<file path="src/rtl/motor_pwm_driver.sv">
// Dual-channel slew-limited PWM driver for the left/right motor H-bridge enables.
// Speed commands are sampled once per PWM period and ramped toward at most RAMP_STEP ticks per period.
module motor_pwm_driver #(
    parameter int unsigned PRESCALE   = 4,
    parameter int unsigned PWM_PERIOD = 100,
    parameter int unsigned RAMP_STEP  = 5
) (
    input  logic       clk,
    input  logic       reset,
    input  logic       enable,
    input  logic [7:0] cmd_left,
    input  logic [7:0] cmd_right,
    output logic       pwm_left,
    output logic       pwm_right,
    output logic [7:0] duty_left,
    output logic [7:0] duty_right,
    output logic       period_start,
    output logic       ramping
);

    localparam int unsigned PS_W     = (PRESCALE > 1) ? $clog2(PRESCALE) : 1;
    localparam logic [PS_W-1:0] PS_LAST  = PS_W'(PRESCALE - 1);
    localparam logic [7:0]      CNT_LAST = 8'(PWM_PERIOD - 1);
    localparam logic [8:0]      FULL     = 9'(PWM_PERIOD);
    localparam logic [8:0]      STEP     = (RAMP_STEP > 255) ? 9'd255 : 9'(RAMP_STEP);

    logic [PS_W-1:0] prescale_cnt;
    logic [7:0]      period_cnt;
    logic [7:0]      target_left;
    logic [7:0]      target_right;

    logic            tick_c;
    logic            wrap_c;
    logic [PS_W-1:0] prescale_nxt;
    logic [7:0]      period_nxt;
    logic [7:0]      target_left_nxt;
    logic [7:0]      target_right_nxt;
    logic [7:0]      duty_left_nxt;
    logic [7:0]      duty_right_nxt;
    logic            pwm_left_nxt;
    logic            pwm_right_nxt;
    logic            period_start_nxt;
    logic            ramping_nxt;

    // Commands above full scale mean 100% duty.
    function automatic logic [7:0] clamp_cmd(input logic [7:0] cmd);
        return ({1'b0, cmd} > FULL) ? FULL[7:0] : cmd;
    endfunction

    // One slew step toward the target, done in 9 bits so the difference never wraps.
    function automatic logic [7:0] ramp_toward(input logic [7:0] duty, input logic [7:0] target);
        logic [8:0] d;
        logic [8:0] t;
        d = {1'b0, duty};
        t = {1'b0, target};
        if (t >= d) begin
            return ((t - d) <= STEP) ? target : 8'(d + STEP);
        end
        return ((d - t) <= STEP) ? target : 8'(d - STEP);
    endfunction

    always_comb begin
        tick_c = (prescale_cnt == PS_LAST);
        wrap_c = tick_c && (period_cnt == CNT_LAST);

        prescale_nxt     = tick_c ? '0 : prescale_cnt + PS_W'(1);
        period_nxt       = period_cnt;
        target_left_nxt  = target_left;
        target_right_nxt = target_right;
        duty_left_nxt    = duty_left;
        duty_right_nxt   = duty_right;
        ramping_nxt      = ramping;
        period_start_nxt = 1'b0;

        if (tick_c) begin
            period_nxt = wrap_c ? 8'd0 : period_cnt + 8'd1;
        end

        // Period boundary: sample commands and take one slew step per channel.
        if (wrap_c) begin
            target_left_nxt  = clamp_cmd(cmd_left);
            target_right_nxt = clamp_cmd(cmd_right);
            duty_left_nxt    = ramp_toward(duty_left, target_left_nxt);
            duty_right_nxt   = ramp_toward(duty_right, target_right_nxt);
            ramping_nxt      = (duty_left_nxt != target_left_nxt) ||
                               (duty_right_nxt != target_right_nxt);
            period_start_nxt = 1'b1;
        end

        if (!enable) begin
            prescale_nxt     = '0;
            period_nxt       = 8'd0;
            target_left_nxt  = 8'd0;
            target_right_nxt = 8'd0;
            duty_left_nxt    = 8'd0;
            duty_right_nxt   = 8'd0;
            ramping_nxt      = 1'b0;
            period_start_nxt = 1'b0;
        end

        // Compare against next-state values so the registered output lines up with the counters.
        pwm_left_nxt  = enable && (period_nxt < duty_left_nxt);
        pwm_right_nxt = enable && (period_nxt < duty_right_nxt);
    end

    always_ff @(posedge clk or posedge reset) begin
        if (reset) begin
            prescale_cnt <= '0;
            period_cnt   <= 8'd0;
            target_left  <= 8'd0;
            target_right <= 8'd0;
            duty_left    <= 8'd0;
            duty_right   <= 8'd0;
            pwm_left     <= 1'b0;
            pwm_right    <= 1'b0;
            period_start <= 1'b0;
            ramping      <= 1'b0;
        end else begin
            prescale_cnt <= prescale_nxt;
            period_cnt   <= period_nxt;
            target_left  <= target_left_nxt;
            target_right <= target_right_nxt;
            duty_left    <= duty_left_nxt;
            duty_right   <= duty_right_nxt;
            pwm_left     <= pwm_left_nxt;
            pwm_right    <= pwm_right_nxt;
            period_start <= period_start_nxt;
            ramping      <= ramping_nxt;
        end
    end

endmodule

</file>
<file path="config.mk">
export PLATFORM = sky130hd
export DESIGN_NAME = motor_pwm_driver
export DESIGN_NICKNAME = d
export VERILOG_FILES = /design/src/rtl/motor_pwm_driver.sv
export SDC_FILE = /design/constraint.sdc
export NUM_CORES = 1
export LEC_CHECK = 0
export CORE_MARGIN = 2
export CORE_UTILIZATION = 45
export CTS_CLUSTER_DIAMETER = 120
export DETAILED_ROUTE_END_ITERATION = 12
export PLACE_DENSITY_LB_ADDON = 0.08
export SLEW_MARGIN = 20
export SYNTH_ARGS = -nofsm -noshare
export SYNTH_HDL_FRONTEND = slang
export SYNTH_SLANG_ARGS = --single-unit
</file>
<file path="constraint.sdc">
create_clock -name clk -period 10.5 [get_ports clk]
set_clock_uncertainty 0.2 [all_clocks]
set_input_delay 2.1 -clock clk [delete_from_list [all_inputs] [get_ports clk]]
set_output_delay 2.1 -clock clk [all_outputs]
set_load 0.1 [all_outputs]
</file>
Word-level counts from Yosys, hierarchy flattened
Index checks and enable logic that the tools add are counted.
{"block": "word_totals", "ff_bits": 30, "latch_bits": 0, "ramBits": 0, "rom_bits": 0, "inputBits": 19, "output_inout_bits": 20, "wordCells": 66, "n_memories": 0}
{"block": "classes", "n_addsub": 10, "n_mul": 0, "n_div": 0, "magnitude_cmp": 10, "eq_ne": 5, "n_shift": 0, "n_mux": 29, "bitwise": 0, "reduce_logical": 4}
{"cell": "8-bit 2-to-1 mux", "n": 19}
{"cell": "9-bit by 3-bit <= comparator with 1-bit output, second input constant", "n": 4}
{"cell": "8-bit by 8-bit subtractor with 9-bit output", "n": 4}
{"cell": "8-bit by 3-bit adder with 8-bit output, second input constant", "n": 2}
{"cell": "8-bit >= comparator", "n": 2}
{"cell": "8-bit by 7-bit greater-than comparator with 1-bit output, second input constant", "n": 2}
{"cell": "8-bit less-than comparator", "n": 2}
{"cell": "8-bit inequality test", "n": 2}
{"cell": "8-bit by 3-bit subtractor with 8-bit output, second input constant", "n": 2}
{"cell": "8-bit by 1-bit adder with 8-bit output, second input constant", "n": 1}
{"cell": "8-bit by 7-bit == test with 1-bit output, second input constant", "n": 1}
{"cell": "1-bit 2-to-1 mux", "n": 8}
{"cell": "2-bit 2-to-1 mux", "n": 2}
{"cell": "1-bit logical AND", "n": 3}
{"cell": "2-bit by 1-bit adder with 2-bit output, second input constant", "n": 1}
{"cell": "2-bit == test, second input constant", "n": 1}
{"cell": "2-bit by 1-bit inequality test with 1-bit output, second input constant", "n": 1}
{"cell": "1-bit logical OR", "n": 1}

Depth between registers and ports, before layout
{"block": "logic_depth", "ltp_word": 12, "depth_mapped": 24, "ltp_nobuf": 24}

Least setup slack after synthesis
Ideal clock, no wire load.
{"block": "synth_timing", "kind": "in2reg", "from": "input port cmd_left[4]", "to": "register pwm_left", "setup_ps": 88, "arrival_ps": 6275, "required_time_ps": 10212, "slack_ps": 3936, "stages": 20, "n_path_buf": 0, "cell_sequence": "o311ai_4 and2_2 nand2_1 ha_1 and3b_1 o211ai_1 o311ai_1 or4_1 a31o_2 o21ai_2 o22ai_1 a22oi_1 o211ai_1 a21bo_2 ha_1 nor2b_1 a221o_1 a41oi_1 o21ai_1 a41oi_1"}
{"block": "synth_via", "elab_chain_cells": 12, "elab_cells_between_ends": 18, "classes_between": "add/sub: 2; order compare: 5; mux: 10; reduce/logical: 1"}
{"item": "from (decl)", "line": "11", "rtl": "input logic [7:0] cmd_left,"}
{"item": "8-bit by 7-bit greater-than comparator with 1-bit output", "line": "47", "rtl": "return ({1'b0, cmd} > FULL) ? FULL[7:0] : cmd;"}
{"item": "8-bit 2-to-1 mux (*)", "line": "47"}
{"item": "8-bit by 8-bit subtractor with 9-bit output", "line": "57", "rtl": "return ((t - d) <= STEP) ? target : 8'(d + STEP);"}
{"item": "9-bit by 3-bit <= comparator with 1-bit output", "line": "57"}
{"item": "8-bit 2-to-1 mux", "line": "57"}
{"item": "8-bit 2-to-1 mux", "line": "56", "rtl": "if (t >= d) begin"}
{"item": "8-bit 2-to-1 mux (*)", "line": "59", "rtl": "return ((d - t) <= STEP) ? target : 8'(d - STEP);"}
{"item": "8-bit 2-to-1 mux (*) (2 in series)", "line": "80", "rtl": "if (wrap_c) begin"}
{"item": "8-bit 2-to-1 mux (*)", "line": "90", "rtl": "if (!enable) begin"}
{"item": "8-bit less-than comparator (*)", "line": "102", "rtl": "pwm_left_nxt = enable && (period_nxt < duty_left_nxt);"}
{"item": "1-bit logical AND (*)", "line": "102"}
{"item": "net pwm_left_nxt", "line": "40", "rtl": "logic pwm_left_nxt;"}
{"item": "to (signal assigned)", "line": "125", "rtl": "pwm_left <= pwm_left_nxt;"}
{"item": "to (decl)", "line": "13", "rtl": "output logic pwm_left,"}
The timed path passes the listed nets; every way through them passes the cells marked *. The select of a mux whose other input is x is not followed.
A chain may end at the register's enable or synchronous reset.

Worst setup path in the final report
{"block": "layout_timing", "from": "input port cmd_right[4]", "to": "register pwm_right"}
{"block": "layout_via", "elab_chain_cells": 12, "elab_cells_between_ends": 18, "classes_between": "add/sub: 2; order compare: 5; mux: 10; reduce/logical: 1"}
{"item": "from (decl)", "line": "12", "rtl": "input logic [7:0] cmd_right,"}
{"item": "8-bit by 7-bit greater-than comparator with 1-bit output", "line": "47"}
{"item": "8-bit 2-to-1 mux (*)", "line": "47"}
{"item": "8-bit by 8-bit subtractor with 9-bit output", "line": "57"}
{"item": "9-bit by 3-bit <= comparator with 1-bit output", "line": "57"}
{"item": "8-bit 2-to-1 mux", "line": "57"}
{"item": "8-bit 2-to-1 mux", "line": "56"}
{"item": "8-bit 2-to-1 mux (*)", "line": "59"}
{"item": "8-bit 2-to-1 mux (*) (2 in series)", "line": "80"}
{"item": "8-bit 2-to-1 mux (*)", "line": "90"}
{"item": "8-bit less-than comparator (*)", "line": "103", "rtl": "pwm_right_nxt = enable && (period_nxt < duty_right_nxt);"}
{"item": "1-bit logical AND (*)", "line": "103"}
{"item": "net pwm_right_nxt", "line": "41", "rtl": "logic pwm_right_nxt;"}
{"item": "to (signal assigned)", "line": "126", "rtl": "pwm_right <= pwm_right_nxt;"}
{"item": "to (decl)", "line": "14", "rtl": "output logic pwm_right,"}
Marks and branches as above.

==> results.txt <==
----------------------------------------------------
[Setup path]
  Critical register-to-register path endpoint ... pwm_left
  Worst Setup Start Kind ... input pin
  Critical path data arrival time ... 7660 ps
  Cell-by-cell listing of the critical path ... clkdlybuf4s50_1 -> o311a_4 -> nor2_1 -> nand2_1 -> ha_1 -> ha_1 -> and3b_1 -> nand2_1 -> o211ai_1 -> or4_1 -> or2_1 -> o21ai_1 -> o21ai_0 -> a311oi_1 -> o21ai_0 -> ha_1 -> nor2b_1 -> o21ai_0 -> o211ai_1 -> nand2_1
  Cell count along the critical path ... 20
  CP Max Fanout ... 7
  Register-to-Register Setup Slack ... 4980 ps
  Slowest stage cell on the critical path ... sky130_fd_sc_hd__or4_1
  CP endpoint kind ... flip-flop
  Critical path buffer and inverter count ... 1
  Reg-to-reg startpoint ... duty_left[2]
  Depth of the most critical reg-to-reg path ... 18
  Required time of the critical path ... 10530 ps
  Critical path's top delay family ... compound AO/OA/AOI/OAI gates
  Highest cell delay on the worst timing path ... 590 ps
  Critical Setup Path Class ... in2reg

[Power and ir drop]
  Peak supply drop ... 77.6 uV
  Overall Power ... 337 uW
  Power per cell area ... 61.1 nW/um^2
  Leak pwr ... 0.00221 uW
  Combinational share of power ... 32.4%
  Sw Pwr ... 112 uW
  Clock power share ... 32.7%
  Switching Fraction ... 33.2%
  Design internal power ... 225 uW
  Sequential share of power ... 34.9%

[Placement]
  Final weighted congestion of routability-driven global placement ... 0.958
  Detailed-placement wirelength estimate ... 11900 um
  Input/output buffers ... 38

[Clock network]
  Hold-fix buffer count after cts ... 0
  TritonCTS clock tree ... built
  Number of clock sinks seen by CTS ... 30
  Insertion delay of the later-clocked pin in the worst-skew pair ... 290 ps
  H-tree levels ... 2
  Cts repair resizes ... 0
  TritonCTS Buffers ... 5
  Clock transition at the registers of the reported paths ... 60 ps
  Clk buf depth ... 2
  CTS Root Buffer Type ... sky130_fd_sc_hd__clkbuf_8
  Setup Buffers After CTS ... 0

[Timing]
  Highest Clock Rate ... 131 MHz
  Total Neg Setup Slack ... 0 ps
  Setup repair after global routing missed its margin ... no
  Period Utilization, post-route ... 72.7%
  Normalized max-slew margin ... 35.1%
  Worst Max-Slew Pin Slew ... 971 ps
  Number of failing hold endpoints at the final stage ... 0
  Number of max-slew violations in the final report ... 0
  Final Setup Violations ... 0
  Minimum clock period after layout ... 7630 ps

[GRT]
  Via count of the first global-routing pass ... 4856
  Wire length of the first global-routing pass ... 24900 um
  Initial antenna violation count ... 0
  Largest net degree at the start of global routing ... 37
  Total track usage ... 26.1%
  Global route total overflow ... 0

[Synthesis]
  Number of enable flip-flop cells after synthesis ... 0
  Synth Register Bits ... 30
  Sequential share of the synthesized area ... 15.0%
  Leading post-synthesis cells by cell area ... sky130_fd_sc_hd__dfrtp_1 (15%), sky130_fd_sc_hd__ha_1 (13%), sky130_fd_sc_hd__xnor2_1 (6.3%), sky130_fd_sc_hd__nand2_1 (4.6%), sky130_fd_sc_hd__o211ai_1 (3.5%)
  Most used flip-flop cell after synthesis ... sky130_fd_sc_hd__dfrtp_1
  Netlist area before placement ... 5000 sq um
  Warnings from Yosys ... 0
  Distinct cells, synth ... 88
  Cell count after synthesis ... 646
  Post-synth top area cell ... sky130_fd_sc_hd__dfrtp_1
  Share of Yosys cell area claimed by the top area cell type ... 15.0%
  Async set-reset flop share out of synthesis ... 100%
  Avg Cell Area, Syn ... 7.75 sq um

[Floorplanning]
  Core Rows ... 38
  Die area ... 12000 sq um
  Die width ... 109 um
  Placeable core region ... 10800 sq um
  Die height ... 109 um
  Top Ports ... 39
  Effective utilization at floorplan ... 46.2%

[Routing]
  Number of design rule violations left after detail routing ... 0
  Detailed Routing Iterations Pass 1 ... 7
  Vias per cell ... 6.38
  Iter 0 DRT Violations ... 561
  Number of antenna-violating nets in the routed design ... 0
  Routed WL per cell ... 18.9 um
  Via count of the routed design ... 5133
  Routed WL ... 15200 um

[Worst hold path]
  Worst min path class ... reg2reg
  Cells on Worst Hold Path ... 1
  Worst Min Path Start ... prescale_cnt[0]
  Endpoint with the worst hold slack ... prescale_cnt[0]

[Finish]
  Layout area overhead ... 10.2%
  Proportion of layout cells with a drive suffix above 1 ... 6.47%
  NumNets Final ... 735
  Top library cells by usage in the layout, fill and taps aside ... sky130_fd_sc_hd__nand2_1 (61), sky130_fd_sc_hd__ha_1 (50), sky130_fd_sc_hd__inv_1 (44), sky130_fd_sc_hd__nor2_1 (38), sky130_fd_sc_hd__clkdlybuf4s50_1 (38)
  Total inserted antenna cells ... 0
  Most common cell after layout, fill and taps aside ... sky130_fd_sc_hd__nand2_1

[Outcome]
  Status ... finished clean

[Run]
  Number of max-cap violations ... 0

----------------------------------------------------
==> worst max-delay path by stage <==
stage	startpoint	endpoint	slack (ps)
final	cmd_right[4]	pwm_right	2870
after global placement	cmd_right[4]	pwm_right	2640
after CTS	cmd_right[4]	pwm_right	2980
after floorplan	cmd_left[4]	pwm_left	3940
after detailed placement	cmd_right[4]	pwm_right	2710
after global routing	cmd_right[7]	pwm_right	2470
==> sequential cells by signal, summed over array words and instances, names as in the netlist <==
register      count
period_start      1
prescale_cnt      2
pwm_left          1
pwm_right         1
ramping           1
duty_left         8
duty_right        8
period_cnt        8
==> cell type report <==
class	count	area (sq um)
clock buffer	8	110
fill	1082	5330
inverter	44	165
multi-input combinational	542	3910
sequential	30	751
tap	140	175
timing repair buffer	41	403
==> metal layers <==
metal	part of all wire, %	up-vias	track usage [%]	routed length [um]
met3	6.0	30	2.49	913
li1	-	2446	-	-
met4	2.1	0	7.23	318
met1	46	2460	37.5	7020
met5	0	-	0	0
met2	46	197	41.6	6990
==> cell families (layout without fill, tap and decap cells) <==
logic type | count (synthesis) | count (layout) | synth area share (%)
adders and majority gates | 52 | 52 | 13.3
AOI/OAI and AO/OA | 201 | 201 | 29.9
muxes | 6 | 6 | 1.20
and+or+nand+nor | 230 | 230 | 24.9
buffers and inverters | 76 | 93 | 6.98
other | 2 | 4 | 0.150
DFF | 30 | 30 | 15.0
xor gates and xnor gates | 49 | 49 | 8.58
==> through the flow <==
step | utilization (%) | setup slack, ps | hold WS (ps) | area, sq um | cells
floorplan | - | 3940 | 214 | 5010 | 648
global placement | 49.9 | 2640 | 223 | 5410 | 797
detailed placement | 49.9 | 2710 | 234 | 5410 | 797
CTS | 50.9 | 2980 | 243 | 5520 | 805
global route | 50.9 | 2470 | 262 | 5520 | 805
finish | 50.9 | 2870 | 236 | 5520 | 805
==> power by group through the flow <==
stage	Sequential, uW	Clock [uW]	Combinational, uW
2_1_floorplan	120	0	77.9
3_3_place_gp	120	0	106
3_5_place_dp	120	0	107
4_1_cts	118	114	107
5_1_grt	118	118	120
6_report	118	110	109
==> Yosys cell counts, drive strengths merged, types with 5 or more instances <==
| cell type | number |
|---|---|
| nand2 | 62 |
| ha | 50 |
| inv | 44 |
| nor2 | 38 |
| o21ai | 37 |
| xnor2 | 36 |
| a21oi | 30 |
| dfrtp | 30 |
| o211ai | 23 |
| nor3 | 20 |
| buf | 17 |
| nand3 | 16 |
| clkbuf | 15 |
| nor2b | 15 |
| nand4 | 14 |
| o21a | 13 |
| xor2 | 13 |
| and3 | 11 |
| and2 | 8 |
| a21o | 7 |
| o22ai | 7 |
| o311ai | 7 |
| a211oi | 6 |
| a31oi | 6 |
| mux2i | 6 |
| nand2b | 6 |
| nor3b | 6 |
| or4 | 6 |
| a2111oi | 5 |
| a31o | 5 |
| a41oi | 5 |
| o2111ai | 5 |
| or2 | 5 |
Note: power is estimated with default switching activity, not from simulation.
